`config.mk`:
```
export PLATFORM = sky130hd
export DESIGN_NAME = iob_spi_flash_sched
export DESIGN_NICKNAME = d
export VERILOG_FILES = /design/src/rtl/iob_spi_flash_sched.sv
export SDC_FILE = /design/constraint.sdc
export NUM_CORES = 1
export LEC_CHECK = 0
export CAP_MARGIN = 20
export CELL_PAD_IN_SITES_DETAIL_PLACEMENT = 0
export CELL_PAD_IN_SITES_GLOBAL_PLACEMENT = 1
export CORE_ASPECT_RATIO = 0.6
export CORE_MARGIN = 4
export CORE_UTILIZATION = 25
export DETAILED_ROUTE_END_ITERATION = 7
export PLACE_DENSITY = 0.69
export SLEW_MARGIN = 5
export SYNTH_ARGS = -nofsm -noshare
export SYNTH_HDL_FRONTEND = slang
export SYNTH_SLANG_ARGS = --single-unit
```
`constraint.sdc`:
```
create_clock -name clk_i -period 1.7 [get_ports clk_i]
set_input_delay 0.51 -clock clk_i [delete_from_list [all_inputs] [get_ports clk_i]]
set_output_delay 0.51 -clock clk_i [all_outputs]
set_load 0.01 [all_outputs]
```
`src/rtl/iob_spi_flash_sched.sv`:
```
// ----------------------------------------------------------------------------
// iob_spi_flash_sched
// Round-robin request scheduler in front of the SPI flash core. It shares the
// core's single command port between the cache read port and the software
// CSR command path, sequences each transaction through the core's
// valid/ready handshake and returns the result to the requester that issued it.
//
// Optional feature macro: SPI_SCHED_TIMEOUT_EN
//   defined   : TIMEOUT_W-bit watchdog on the core wait states. On expiry the
//               owner gets an all-ones result and timeout_o is set (sticky
//               until the next ISSUE).
//   undefined : waits are unbounded and timeout_o is tied low.
//
// Ports
//   clk_i, rst_n_i                       clock, synchronous active-low reset
//   cache_valid_i/addr_i                 cache read request (held until accepted)
//   cache_ready_o/rvalid_o/rdata_o       cache accept pulse, response pulse, data
//   sw_valid_i/address_i/datain_i/
//   command_i/commandtp_i                software command request
//   sw_ready_o/done_o/dataout_o          software accept pulse, completion, data
//   fl_valid_o/address_o/datain_o/
//   command_o/commandtp_o                command port to the core
//   fl_ready_i/dataout_i                 core idle/done flag and result data
//   busy_o                               scheduler not in IDLE
//   owner_o                              current or last grant (0 cache, 1 sw)
//   timeout_o                            sticky watchdog flag
// ----------------------------------------------------------------------------
module iob_spi_flash_sched #(
    parameter int unsigned DATA_W          = 32,
    parameter int unsigned ADDR_W          = 24,
    parameter logic [31:0] CACHE_COMMAND   = 32'h0000_2003,
    parameter logic [31:0] CACHE_COMMANDTP = 32'h0000_0000,
    parameter int unsigned TIMEOUT_W       = 16
) (
    input  logic              clk_i,
    input  logic              rst_n_i,
    // cache read port
    input  logic              cache_valid_i,
    input  logic [ADDR_W-1:0] cache_addr_i,
    output logic              cache_ready_o,
    output logic              cache_rvalid_o,
    output logic [DATA_W-1:0] cache_rdata_o,
    // software command port
    input  logic              sw_valid_i,
    input  logic [31:0]       sw_address_i,
    input  logic [DATA_W-1:0] sw_datain_i,
    input  logic [31:0]       sw_command_i,
    input  logic [31:0]       sw_commandtp_i,
    output logic              sw_ready_o,
    output logic              sw_done_o,
    output logic [DATA_W-1:0] sw_dataout_o,
    // flash core command port
    output logic              fl_valid_o,
    output logic [31:0]       fl_address_o,
    output logic [DATA_W-1:0] fl_datain_o,
    output logic [31:0]       fl_command_o,
    output logic [31:0]       fl_commandtp_o,
    input  logic              fl_ready_i,
    input  logic [DATA_W-1:0] fl_dataout_i,
    // status
    output logic              busy_o,
    output logic              owner_o,
    output logic              timeout_o
);

    // Cache addresses are zero-extended into a 32-bit field; a watchdog needs
    // at least two counter bits to have a meaningful all-ones terminal count.
    if (ADDR_W > 32 || ADDR_W == 0 || TIMEOUT_W < 2) begin : g_bad_params
        $error("iob_spi_flash_sched: unsupported ADDR_W/TIMEOUT_W");
    end

    typedef enum logic [2:0] {
        S_IDLE       = 3'd0,
        S_ISSUE      = 3'd1,
        S_WAIT_START = 3'd2,
        S_WAIT_DONE  = 3'd3,
        S_RESP       = 3'd4
    } state_t;

    state_t            state_q, state_d;
    logic              last_owner_q, last_owner_d;
    logic              owner_q, owner_d;
    logic [31:0]       addr_q, addr_d;
    logic [DATA_W-1:0] datain_q, datain_d;
    logic [31:0]       cmd_q, cmd_d;
    logic [31:0]       cmdtp_q, cmdtp_d;
    logic              fl_valid_q, fl_valid_d;
    logic              cache_ready_q, cache_ready_d;
    logic              sw_ready_q, sw_ready_d;
    logic              cache_rvalid_q, cache_rvalid_d;
    logic              sw_done_q, sw_done_d;
    logic [DATA_W-1:0] cache_rdata_q, cache_rdata_d;
    logic [DATA_W-1:0] sw_dataout_q, sw_dataout_d;
    logic              busy_q, busy_d;

    // Arbitration winner and end-of-transaction strobe (combinational helpers)
    logic              win;
    logic              finish;
    logic [DATA_W-1:0] finish_data;

`ifdef SPI_SCHED_TIMEOUT_EN
    logic [TIMEOUT_W-1:0] tmo_cnt_q, tmo_cnt_d;
    logic                 timeout_q, timeout_d;
`endif

    // Next-state, holding-register and registered-output logic
    always_comb begin
        state_d        = state_q;
        last_owner_d   = last_owner_q;
        owner_d        = owner_q;
        addr_d         = addr_q;
        datain_d       = datain_q;
        cmd_d          = cmd_q;
        cmdtp_d        = cmdtp_q;
        cache_rdata_d  = cache_rdata_q;
        sw_dataout_d   = sw_dataout_q;
        fl_valid_d     = 1'b0;
        cache_ready_d  = 1'b0;
        sw_ready_d     = 1'b0;
        cache_rvalid_d = 1'b0;
        sw_done_d      = 1'b0;
        win            = 1'b0;
        finish         = 1'b0;
        finish_data    = '0;
`ifdef SPI_SCHED_TIMEOUT_EN
        tmo_cnt_d      = tmo_cnt_q;
        timeout_d      = timeout_q;
`endif

        unique case (state_q)
            S_IDLE: begin
                if (cache_valid_i || sw_valid_i) begin
                    // A tie goes to whoever was not granted last time.
                    win          = (cache_valid_i && sw_valid_i) ? ~last_owner_q : sw_valid_i;
                    last_owner_d = win;
                    owner_d      = win;
                    if (win) begin
                        addr_d   = sw_address_i;
                        datain_d = sw_datain_i;
                        cmd_d    = sw_command_i;
                        cmdtp_d  = sw_commandtp_i;
                    end else begin
                        addr_d   = 32'(cache_addr_i);
                        datain_d = '0;
                        cmd_d    = CACHE_COMMAND;
                        cmdtp_d  = CACHE_COMMANDTP;
                    end
                    // Outputs are registered, so the ISSUE-cycle pulses are
                    // loaded on the transition into ISSUE.
                    fl_valid_d    = 1'b1;
                    cache_ready_d = ~win;
                    sw_ready_d    = win;
`ifdef SPI_SCHED_TIMEOUT_EN
                    timeout_d     = 1'b0;
`endif
                    state_d       = S_ISSUE;
                end
            end
            S_ISSUE: begin
`ifdef SPI_SCHED_TIMEOUT_EN
                tmo_cnt_d = '0;
`endif
                state_d = S_WAIT_START;
            end
            S_WAIT_START: begin
                if (!fl_ready_i) begin
                    state_d = S_WAIT_DONE;
                end
            end
            S_WAIT_DONE: begin
                if (fl_ready_i) begin
                    finish      = 1'b1;
                    finish_data = fl_dataout_i;
                end
            end
            S_RESP: begin
                state_d = S_IDLE;
            end
            default: begin
                state_d = S_IDLE;
            end
        endcase

`ifdef SPI_SCHED_TIMEOUT_EN
        // Watchdog: expires when the incremented count reaches all-ones,
        // unless the core completed in the same cycle.
        if (state_q == S_WAIT_START || state_q == S_WAIT_DONE) begin
            tmo_cnt_d = tmo_cnt_q + TIMEOUT_W'(1);
            if (!finish && (&tmo_cnt_d)) begin
                finish      = 1'b1;
                finish_data = '1;
                timeout_d   = 1'b1;
            end
        end
`endif

        // Route the result and the response pulse to the owner.
        if (finish) begin
            state_d = S_RESP;
            if (owner_q) begin
                sw_done_d    = 1'b1;
                sw_dataout_d = finish_data;
            end else begin
                cache_rvalid_d = 1'b1;
                cache_rdata_d  = finish_data;
            end
        end

        busy_d = (state_d != S_IDLE);
    end

    // State and output registers
    always_ff @(posedge clk_i) begin
        if (!rst_n_i) begin
            state_q        <= S_IDLE;
            last_owner_q   <= 1'b1;
            owner_q        <= 1'b0;
            addr_q         <= '0;
            datain_q       <= '0;
            cmd_q          <= '0;
            cmdtp_q        <= '0;
            fl_valid_q     <= 1'b0;
            cache_ready_q  <= 1'b0;
            sw_ready_q     <= 1'b0;
            cache_rvalid_q <= 1'b0;
            sw_done_q      <= 1'b0;
            cache_rdata_q  <= '0;
            sw_dataout_q   <= '0;
            busy_q         <= 1'b0;
`ifdef SPI_SCHED_TIMEOUT_EN
            tmo_cnt_q      <= '0;
            timeout_q      <= 1'b0;
`endif
        end else begin
            state_q        <= state_d;
            last_owner_q   <= last_owner_d;
            owner_q        <= owner_d;
            addr_q         <= addr_d;
            datain_q       <= datain_d;
            cmd_q          <= cmd_d;
            cmdtp_q        <= cmdtp_d;
            fl_valid_q     <= fl_valid_d;
            cache_ready_q  <= cache_ready_d;
            sw_ready_q     <= sw_ready_d;
            cache_rvalid_q <= cache_rvalid_d;
            sw_done_q      <= sw_done_d;
            cache_rdata_q  <= cache_rdata_d;
            sw_dataout_q   <= sw_dataout_d;
            busy_q         <= busy_d;
`ifdef SPI_SCHED_TIMEOUT_EN
            tmo_cnt_q      <= tmo_cnt_d;
            timeout_q      <= timeout_d;
`endif
        end
    end

    assign cache_ready_o  = cache_ready_q;
    assign cache_rvalid_o = cache_rvalid_q;
    assign cache_rdata_o  = cache_rdata_q;
    assign sw_ready_o     = sw_ready_q;
    assign sw_done_o      = sw_done_q;
    assign sw_dataout_o   = sw_dataout_q;
    assign fl_valid_o     = fl_valid_q;
    assign fl_address_o   = addr_q;
    assign fl_datain_o    = datain_q;
    assign fl_command_o   = cmd_q;
    assign fl_commandtp_o = cmdtp_q;
    assign busy_o         = busy_q;
    assign owner_o        = owner_q;
`ifdef SPI_SCHED_TIMEOUT_EN
    assign timeout_o      = timeout_q;
`else
    assign timeout_o      = 1'b0;
`endif

endmodule

```
==> out/metrics.cfg, run 1 <==
[run_status]
status = finished clean

[floorplanning]
start_util_pct = 25.77
die-width_um = 241.4
core_mm2 = 0.03172
rows = 50
pin_count = 389
die_h_um = 148.1
dieArea_mm2 = 0.03574

[worst_setup_path]
timing_worst_setup_path_type = flop to output port
worstSetupStartpointType = flop
path_cells = dlygate4sd2_1
cp.buffers_inverters = 1
crit_path_end_kind = output port
arrival_ns = 1.14
slowest_stage = dfxtp_1
cp.required_ns = 1.19
setup.worst_path.start = fl_commandtp_o[27]
crit_family = flip-flops
reg2reg_slack_ns = 0.18
r2r_start = state_q[2]
slowest_delay_ns = 0.34
path_max_fanout = 2

[route]
drtAntennaViolNets = 0
dr.pass1.iters = 6
wl_per_cell_um = 16.77
drt_wl_total_um = 28230
drtIter0Drc = 278
post-route-drc-count = 0
viasPerCell = 4.423
vias = 7444

[yosys]
synth_top_family_by_area = multiplexers
yosysMostFrequentCell = nand2_1
synth-compound-area-share_pct = 4.991
yosys_warnings = 0
yosysTopAreaCell = dfxtp_1
syn_area_per_cell_um2 = 9.319
synthCells = 877
synth_area_leaders = dfxtp_1 50%, mux2i_1 20%, nand2_1 10%, nand3_1 6.2%, a221oi_2 3.5%
synth_commonest_cells = 225 x nand2_1, 203 x dfxtp_1, 166 x mux2i_1, 101 x nand3_1, 43 x clkbuf_1
synth_nets = 1066
synth_xor_area_share_pct = 0
synth-edff-count = 0
ys_seq_area_share_pct = 49.72
yosys.area_share.simple_pct = 19.43
ys_types = 29
synth_flop_cell = dfxtp_1
synthesis.area_mm2 = 0.008173
ys_async_sr_fraction_pct = 0
ys_seq_elements = 203
yosys.area.top_type_share_pct = 49.72
muxShareOfSynthArea_pct = 20.33
synth-adder-area-share_pct = 0

[place]
dp_cells = 1644
place_congestion = 0.7809
io_buffers = 387
post-place-ws_ns = -0.4492
dp_hpwl_um = 20380

[cts]
cts.htree.levels = 1
clk_latency_ns = 0.50
cts_max_path_buffers = 3
hold_buffers = 0
clkTransAtPathRegs_ns = 0.06
cts_buffers = 23
postCtsSetupBuffers = 0
cts_root_buf = clkbuf_16
cts_tree = done
cts.sinks = 203

[sta]
max_freq_ghz = 0.6078
final.period_utilization_pct = 96.78
clock-skew-final_ns = 0.007068
hold_viol = 0
rsz0062_at_grt = no
holdWs_ns = 0.3849
setup_viol = 0
fin_crit_ns = 1.645
fin_ws_ns = 0.05473
slew_viol_final = 0

[global_route]
grt_antenna_before_repair = 1
grt_usage_pct = 14.95
grt_pass1_vias = 7574
grt_pass1_wl_um = 43070
grt_max_degree = 96
overflow = 0

[power_and_ir_drop]
leakagePower_nw = 6.034
power_mw = 12.17
p_per_area_mw_per_mm2 = 918.0
ir_worst_vdd_mv = 0.4968

[cells_and_area]
nNetsFinal = 1442
final_cells = 1683
area_growth_pct = 62.20
drive_gt1_share_pct = 9.313
n_antenna_cell = 0

[hold_path]
holdCritPathClass = input pin to flop
hp-start = rst_n_i

[flow_run]
maxCapViolations = 0

==> what timing repair did <==
item                                    in CTS  in global routing
cloned                                       0                  0
endpoints found under the setup margin     199                 42
gates resized for setup                    221                 47
==> state kept, by name (all words and copies together), names as in the netlist, 3 cells and up <==
| name | flops |
|---|---|
| cache_rdata_o | 32 |
| fl_address_o | 32 |
| fl_command_o | 32 |
| fl_commandtp_o | 32 |
| fl_datain_o | 32 |
| state_q | 3 |
| sw_dataout_o | 32 |
==> cell usage in the layout, fill, tap and decap left out, types with 17 or more instances in the layout <==
cell | netlist | layout
inv_1 | 25 | 25
nand3_1 | 101 | 101
buf_12 | 0 | 17
clkdlybuf4s50_1 | 0 | 187
clkbuf_16 | 0 | 23
buf_4 | 3 | 25
mux2i_1 | 166 | 166
a221oi_2 | 19 | 21
dfxtp_1 | 203 | 203
nor3_1 | 26 | 26
nand2_1 | 225 | 224
clkdlybuf4s15_1 | 0 | 37
dlygate4sd2_1 | 0 | 148
==> worst paths after layout <==
check | to | cells past startpoint
setup reg to reg | fl_address_o[5] | 4
hold reg to reg | fl_datain_o[0] | 2
hold / removal | state_q[0] | 4
setup / recovery | fl_commandtp_o[27] | 1
==> power breakdown <==
| part | internal [mW] | leakage [nW] | total, mW | switching, mW |
|---|---|---|---|---|
| Clock | 2.66 | 0.339 | 4.65 | 1.99 |
| Sequential | 5.02 | 1.65 | 5.15 | 0.131 |
| Combinational | 1.25 | 4.04 | 2.36 | 1.11 |
| Total | 8.93 | 6.03 | 12.2 | 3.23 |
==> cell families (layout without fill, tap and decap cells) <==
| group | after synthesis | count (layout) |
|---|---|---|
| multiplexers | 166 | 166 |
| AO/OA/AOI/OAI | 34 | 34 |
| buffers and inverters | 103 | 493 |
| other | 1 | 1 |
| AND/OR/NAND/NOR | 370 | 370 |
| flip-flops | 203 | 203 |
==> per-layer routing <==
layer  vias up  GRT usage, %  share of wire, %
met3        38         6.394               9.7
met4         2         2.723               1.7
met5         -             0             0.046
met2       217         24.21                45
met1      3468         18.85                43
li1       3719             -                 -
==> worst reg2reg max path, delay by kind of cell (launching register included) <==
kind	cells	cell delay (ns)
buf+inv	1	0.20
compound gates	1	0.26
flops	1	0.34
simple gates	2	0.63
==> layout make-up <==
| type | instances | area [µm²] |
|---|---|---|
| fill | 3157 | 18460 |
| timing repair buffer | 429 | 4183 |
| sequential | 203 | 4064 |
| multi-input combinational | 571 | 3706 |
| clock buffer | 33 | 653.1 |
| tap | 416 | 520.5 |
| inverter | 25 | 93.84 |
| clock inverter | 6 | 36.28 |
==> through the flow <==
stage	TNS, ns	util (%)	area, µm²
6_report	0	41.79	13260
5_1_grt	0	41.79	13260
4_1_cts	0	41.76	13250
3_5_place_dp	-61.55	40.29	12780
3_3_place_gp	-59.19	40.29	12780
2_1_floorplan	0	-	8178
Power figures use the tool's default switching activity.
==> run 2: changes to the inputs <==
- CTS_BUF_LIST: default -> sky130_fd_sc_hd__clkbuf_8
==> run 2 against run 1 <==
  * Non-clock buffer count unchanged
  * Sequential share of layout area increased by 0.58 points
  * Clock skew grew 0.0059 ns
  * Die area unchanged
  * Final cell count grew 1.0%
  * Worst hold slack got worse by 0.014 ns
  * Critical path depth did not move
  * Global-route usage grew 0.41 points
  * Sequential power hardly changed
  * Count of clock-buffer cells in the layout up 10
  * Core utilization is 0.77 points lower
  * Total power is 2.0% lower
  * Critical endpoint is now cache_rdata_o[20]
==> out/metrics.cfg, run 2 (synthesis gave the netlist of run 1 again) <==
[run_status]
status = finished clean

[sta]
clock-skew-final_ns = 0.01294  ; +0.005872 ns
setup_viol = 0  ; unchanged
max_freq_ghz = 0.6149  ; +1.2%
final.period_utilization_pct = 95.66  ; -1.1 points
holdWs_ns = 0.3710  ; -0.01392 ns
fin_ws_ns = 0.07379  ; +0.01906 ns
hold_viol = 0  ; unchanged
rsz0062_at_grt = no
fin_crit_ns = 1.626  ; -0.01906 ns
finalSetupTns_ns = 0  ; unchanged
slew_viol_final = 0  ; unchanged

[worst_setup_path]
crit_family = flip-flops
cp.required_ns = 1.19  ; about the same
crit_path_end = cache_rdata_o[20]
r2r_start = state_q[2]
worstSetupStartpointType = flop
setup.worst_path.start = cache_rdata_o[20]
path_cells = clkdlybuf4s15_1
path_max_fanout = 2  ; unchanged
cp.buffers_inverters = 1  ; unchanged
arrival_ns = 1.12  ; -0.02 ns
reg2reg_slack_ns = 0.17  ; about the same
slowest_stage = dfxtp_1
worst_r2r_endpoint = fl_address_o[5]
cp.depth = 1  ; unchanged
crit_path_end_kind = output port
rr_worst_depth = 4  ; unchanged
slowest_delay_ns = 0.35  ; about the same
timing_worst_setup_path_type = flop to output port

[power_and_ir_drop]
p_per_area_mw_per_mm2 = 917.0  ; -0.11%
ir_worst_vdd_mv = 0.3380  ; -32%
power_mw = 11.93  ; -2.0%
leakagePower_nw = 5.652  ; -6.3%

[global_route]
grt_max_degree = 96  ; unchanged
grt_pass1_wl_um = 43820  ; +1.7%
grt_pass1_vias = 7672  ; +1.3%
grt_antenna_before_repair = 1  ; unchanged
overflow = 0  ; unchanged
grt_usage_pct = 15.36  ; +0.41 points

[place]
io_buffers = 387  ; unchanged
dp_cells = 1644  ; unchanged
post-place-ws_ns = -0.4492  ; unchanged
place_area_mm2 = 0.01278  ; unchanged
dp_hpwl_um = 20380  ; unchanged
place_congestion = 0.7809  ; unchanged

[route]
vias = 7513  ; +0.93%
dr.pass1.iters = 4  ; -2
drtAntennaViolNets = 0  ; unchanged
drt_wl_total_um = 28570  ; +1.2%
drtIter0Drc = 315  ; +13%
viasPerCell = 4.419  ; about the same
post-route-drc-count = 0  ; unchanged
wl_per_cell_um = 16.80  ; +0.18%

[floorplanning]
dieArea_mm2 = 0.03574  ; unchanged
die-width_um = 241.4  ; unchanged
die_h_um = 148.1  ; unchanged
core_mm2 = 0.03172  ; unchanged
pin_count = 389  ; unchanged
start_util_pct = 25.77  ; unchanged
rows = 50  ; unchanged

[cts]
clkTransAtPathRegs_ns = 0.06  ; about the same
cts_buffers = 35  ; +52%
hold_buffers = 0  ; unchanged
cts_tree = done
clk_latency_ns = 0.52  ; +0.02 ns
cts_max_path_buffers = 3  ; unchanged
cts.sinks = 203  ; unchanged
cts.htree.levels = 2  ; +1
cts_root_buf = clkbuf_8

[hold_path]
holdPathStages = 4  ; unchanged
holdCritPathClass = input pin to flop

[cells_and_area]
final_common_cell = nand2_1
final_area_mm2 = 0.01301  ; -1.8%
utilization_pct = 41.03  ; -0.77 points
final_cell_mix = 224 x nand2_1, 202 x dfxtp_1, 187 x clkdlybuf4s50_1, 166 x mux2i_1, 101 x nand3_1
n_antenna_cell = 0  ; unchanged
area_growth_pct = 59.22
final_cells = 1700  ; +1.0%
nNetsFinal = 1454  ; +0.83%
drive_gt1_share_pct = 17.21  ; +7.9 points

[flow_run]
maxCapViolations = 0  ; unchanged

[run 2: changes by cell type in the layout (fill, tap and decap cells not counted), sizes merged]
cell,before,now
buf,44,60
bufinv,0,1
clkbuf,41,113
clkdlybuf4s15,42,93
clkinv,5,1
clkinvlp,1,0
dlygate4sd2,148,19
inv,25,36
[run 2: area by class of cell]
cell class	instances	area, µm²
multi-input combinational	571	3694
fill	3174	18710
sequential	203	4065
timing repair buffer	429	3971
clock buffer	43	591.8
clock inverter	13	76.32
tap	416	520.5
inverter	25	93.84
[run 2: per-layer routing]
metal | GRT usage (%) | up-vias | routed length [µm] | part of all wire (%)
li1 | - | 3741 | - | -
met1 | 18.85 | 3494 | 12190 | 43
met2 | 24.51 | 233 | 12880 | 45
met3 | 7.172 | 43 | 3018 | 11
met4 | 3.898 | 2 | 465 | 1.6
met5 | 0 | - | 13 | 0.046
[run 2: what timing repair did]
action | 4_1_cts | 5_1_grt
endpoints found under the setup margin | 199 | 128
resized for setup | 360 | 144
pin swaps | 0 | 0
buffers inserted | 0 | 0
[run 2: worst min-delay path by stage]
stage                      start                 to  slack [ns]
2_1_floorplan   cache_rdata_o[0]   cache_rdata_o[0]        0.48
3_3_place_gp   cache_rdata_o[24]  cache_rdata_o[24]        0.44
3_5_place_dp    cache_rdata_o[5]   cache_rdata_o[5]        0.45
4_1_cts                  rst_n_i         state_q[0]        0.31
5_1_grt                  rst_n_i         state_q[0]        0.35
6_report                 rst_n_i         state_q[0]        0.37
[run 2: report_power, final]
part / total (mW) / switching, mW / leakage [nW] / internal, mW
sequential: 5.16 / 0.138 / 1.65 / 5.02
combinational: 2.34 / 1.10 / 3.61 / 1.24
clock: 4.43 / 2.02 / 0.386 / 2.41
total: 11.9 / 3.26 / 5.65 / 8.67
==> run 3: changes to the inputs <==
- SETUP_SLACK_MARGIN: default -> 0.05
==> run 3 against run 2 <==
  * Core utilization decreased by 0.55 points
  * Fmax rose by 1.7%
  * Worst hold slack got worse by 0.090 ns
  * Via count is essentially flat
  * Clock skew increased by 0.00091 ns
  * First-iteration DRC count decreased by 13%
  * Total power is 2.6% higher
  * Register-to-register slack barely moved
  * Global-route usage fell by 0.16 points
  * Flip-flop and latch count is the same
  * Design area decreased by 1.3%
  * Critical path type is now input pin to flop
==> out/metrics.cfg, run 3 (synthesis gave the netlist of run 1 again) <==
[place]
dp_cells = 1652  ; +0.49%
dp_hpwl_um = 20460  ; +0.38%
io_buffers = 387  ; unchanged
post-place-ws_ns = -0.4179  ; +0.03132 ns
place_congestion = 0.7711  ; -1.3%

[cells_and_area]
drive_gt1_share_pct = 28.14  ; +11 points
area_growth_pct = 57.09
fillers = 3240  ; +2.1%
final_common_cell = nand2_1
n_antenna_cell = 0  ; unchanged
final_cells = 1713  ; +0.76%
nNetsFinal = 1462  ; +0.55%
final_cell_mix = 224 x nand2_1, 187 x clkdlybuf4s50_1, 167 x dfxtp_1, 166 x mux2i_1, 145 x buf_2

[worst_setup_path]
path_max_fanout = 25  ; +23
slowest_stage = or4_4
slowest_delay_ns = 0.49  ; +0.14 ns
worstSetupStartpointType = input pin
worst_r2r_endpoint = fl_command_o[13]
path_cells = clkdlybuf4s50_1 -> nor2_1 -> or4_4 -> buf_12 -> a221oi_1
arrival_ns = 2.01  ; +0.89 ns
crit_path_end_kind = flop
crit_family = buffers and inverters
r2r_start = state_q[1]
cp.required_ns = 2.11  ; +0.92 ns
cp.buffers_inverters = 2  ; +1
reg2reg_slack_ns = 0.18  ; about the same
timing_worst_setup_path_type = input pin to flop
rr_worst_depth = 4  ; unchanged

[sta]
clock-skew-final_ns = 0.01386  ; +0.0009147 ns
holdWs_ns = 0.2812  ; -0.08982 ns
fin_crit_ns = 1.599  ; -0.02771 ns
hold_viol = 0  ; unchanged
setup_viol = 0  ; unchanged
fin_ws_ns = 0.1015  ; +0.02771 ns
relSlewSlack_pct = 65.04
max_freq_ghz = 0.6256  ; +1.7%
slew_viol_final = 0  ; unchanged
worst_pin_slew_ns = 0.5245
final.period_utilization_pct = 94.03  ; -1.6 points
rsz0062_at_grt = no
finalSetupTns_ns = 0  ; unchanged

[floorplanning]
core_mm2 = 0.03172  ; unchanged
die-width_um = 241.4  ; unchanged
pin_count = 389  ; unchanged
rows = 50  ; unchanged
die_h_um = 148.1  ; unchanged
dieArea_mm2 = 0.03574  ; unchanged
start_util_pct = 25.77  ; unchanged

[cts]
cts_max_path_buffers = 3  ; unchanged
clk_latency_ns = 0.51  ; about the same
clkTransAtPathRegs_ns = 0.06  ; about the same
cts_root_buf = clkbuf_8
cts.sinks = 203  ; unchanged
cts.htree.levels = 2  ; unchanged
cts_tree = done
hold_buffers = 0  ; unchanged
cts_buffers = 35  ; unchanged

[global_route]
grt_pass1_vias = 7582  ; -1.2%
grt_pass1_wl_um = 43260  ; -1.3%
grt_max_degree = 119  ; +24%
busiest_layer = met2
grt_usage_pct = 15.20  ; -0.16 points
overflow = 0  ; unchanged
grt_antenna_before_repair = 2  ; +1
grtUsageMet1_pct = 19.76  ; +0.91 points
grtUsageMet2_pct = 22.91  ; -1.6 points
grt_use_met3_pct = 6.801  ; -0.37 points

[hold_path]
holdCritPathClass = input pin to flop
hp-start = rst_n_i
holdPathStages = 3  ; -1
hold_path_end = state_q[0]

[route]
dr.pass1.iters = 4  ; unchanged
post-route-drc-count = 0  ; unchanged
drt_wl_total_um = 28780  ; +0.76%
drtAntennaViolNets = 0  ; unchanged
wl_per_cell_um = 16.80  ; about the same
vias = 7508  ; -0.067%
drtIter0Drc = 273  ; -13%
viasPerCell = 4.383  ; -0.82%

[run_status]
status = finished clean

[power_and_ir_drop]
leakagePower_nw = 5.783  ; +2.3%
p_per_area_mw_per_mm2 = 953.4  ; +4.0%
ir_worst_vdd_mv = 0.4457  ; +32%

[flow_run]
maxCapViolations = 0  ; unchanged

-- run 3: worst min-delay path: stages --
cell and delay, ns:
buf_8 0.12, nand2b_4 0.08, a21oi_1 0.04
-- run 3: timing repair --
| action | in CTS | in global routing |
|---|---|---|
| setup endpoints to repair | 199 | 105 |
| buffers inserted | 0 | 0 |
| gates cloned | 0 | 0 |
| resized for setup | 668 | 111 |
-- run 3: cell type report --
type / instances / area (µm²) / area share [%]
repair buffers: 437 / 3665 / 28.54
well taps: 416 / 520.5 / 4.054
multi-input cells: 571 / 3705 / 28.86
flip-flops and latches: 203 / 4109 / 32.00
clock buffers: 46 / 633.1 / 4.931
clock inverters: 15 / 112.6 / 0.8771
inverters: 25 / 93.84 / 0.7309
-- run 3: how the worst max path moves through the flow --
| stage | startpoint | end | slack [ns] | cells past startpoint |
|---|---|---|---|---|
| 2_1_floorplan | rst_n_i | fl_address_o[10] | 0.07 | 6 |
| 3_3_place_gp | sw_valid_i | fl_address_o[7] | -0.41 | 5 |
| 3_5_place_dp | cache_valid_i | fl_address_o[8] | -0.42 | 5 |
| 4_1_cts | fl_command_o[7] | fl_command_o[7] | 0.05 | 1 |
| 5_1_grt | cache_rdata_o[16] | cache_rdata_o[16] | 0.05 | 1 |
| 6_report | sw_valid_i | fl_address_o[8] | 0.10 | 5 |
-- run 3: power breakdown --
group | switching [mW] | total [mW] | leakage, nW | internal (mW)
Clock | 2.03 | 4.75 | 0.424 | 2.72
Combinational | 1.12 | 2.32 | 3.69 | 1.20
Sequential | 0.135 | 5.17 | 1.67 | 5.03
Total | 3.29 | 12.2 | 5.78 | 8.95
-- run 3: stage by stage --
stage | cell area, µm² | utilization, % | power [mW]
2_1_floorplan | 8197 | - | 6.379
3_3_place_gp | 12850 | 40.51 | 7.832
3_5_place_dp | 12850 | 40.51 | 7.836
4_1_cts | 13320 | 41.98 | 12.62
5_1_grt | 12840 | 40.48 | 12.94
6_report | 12840 | 40.48 | 12.24
-- run 3: per-layer routing --
layer | part of all wire, % | vias to the layer above
met4 | 2.0 | 2
met5 | 0.042 | -
met3 | 10 | 46
li1 | - | 3750
met2 | 44 | 241
met1 | 44 | 3469
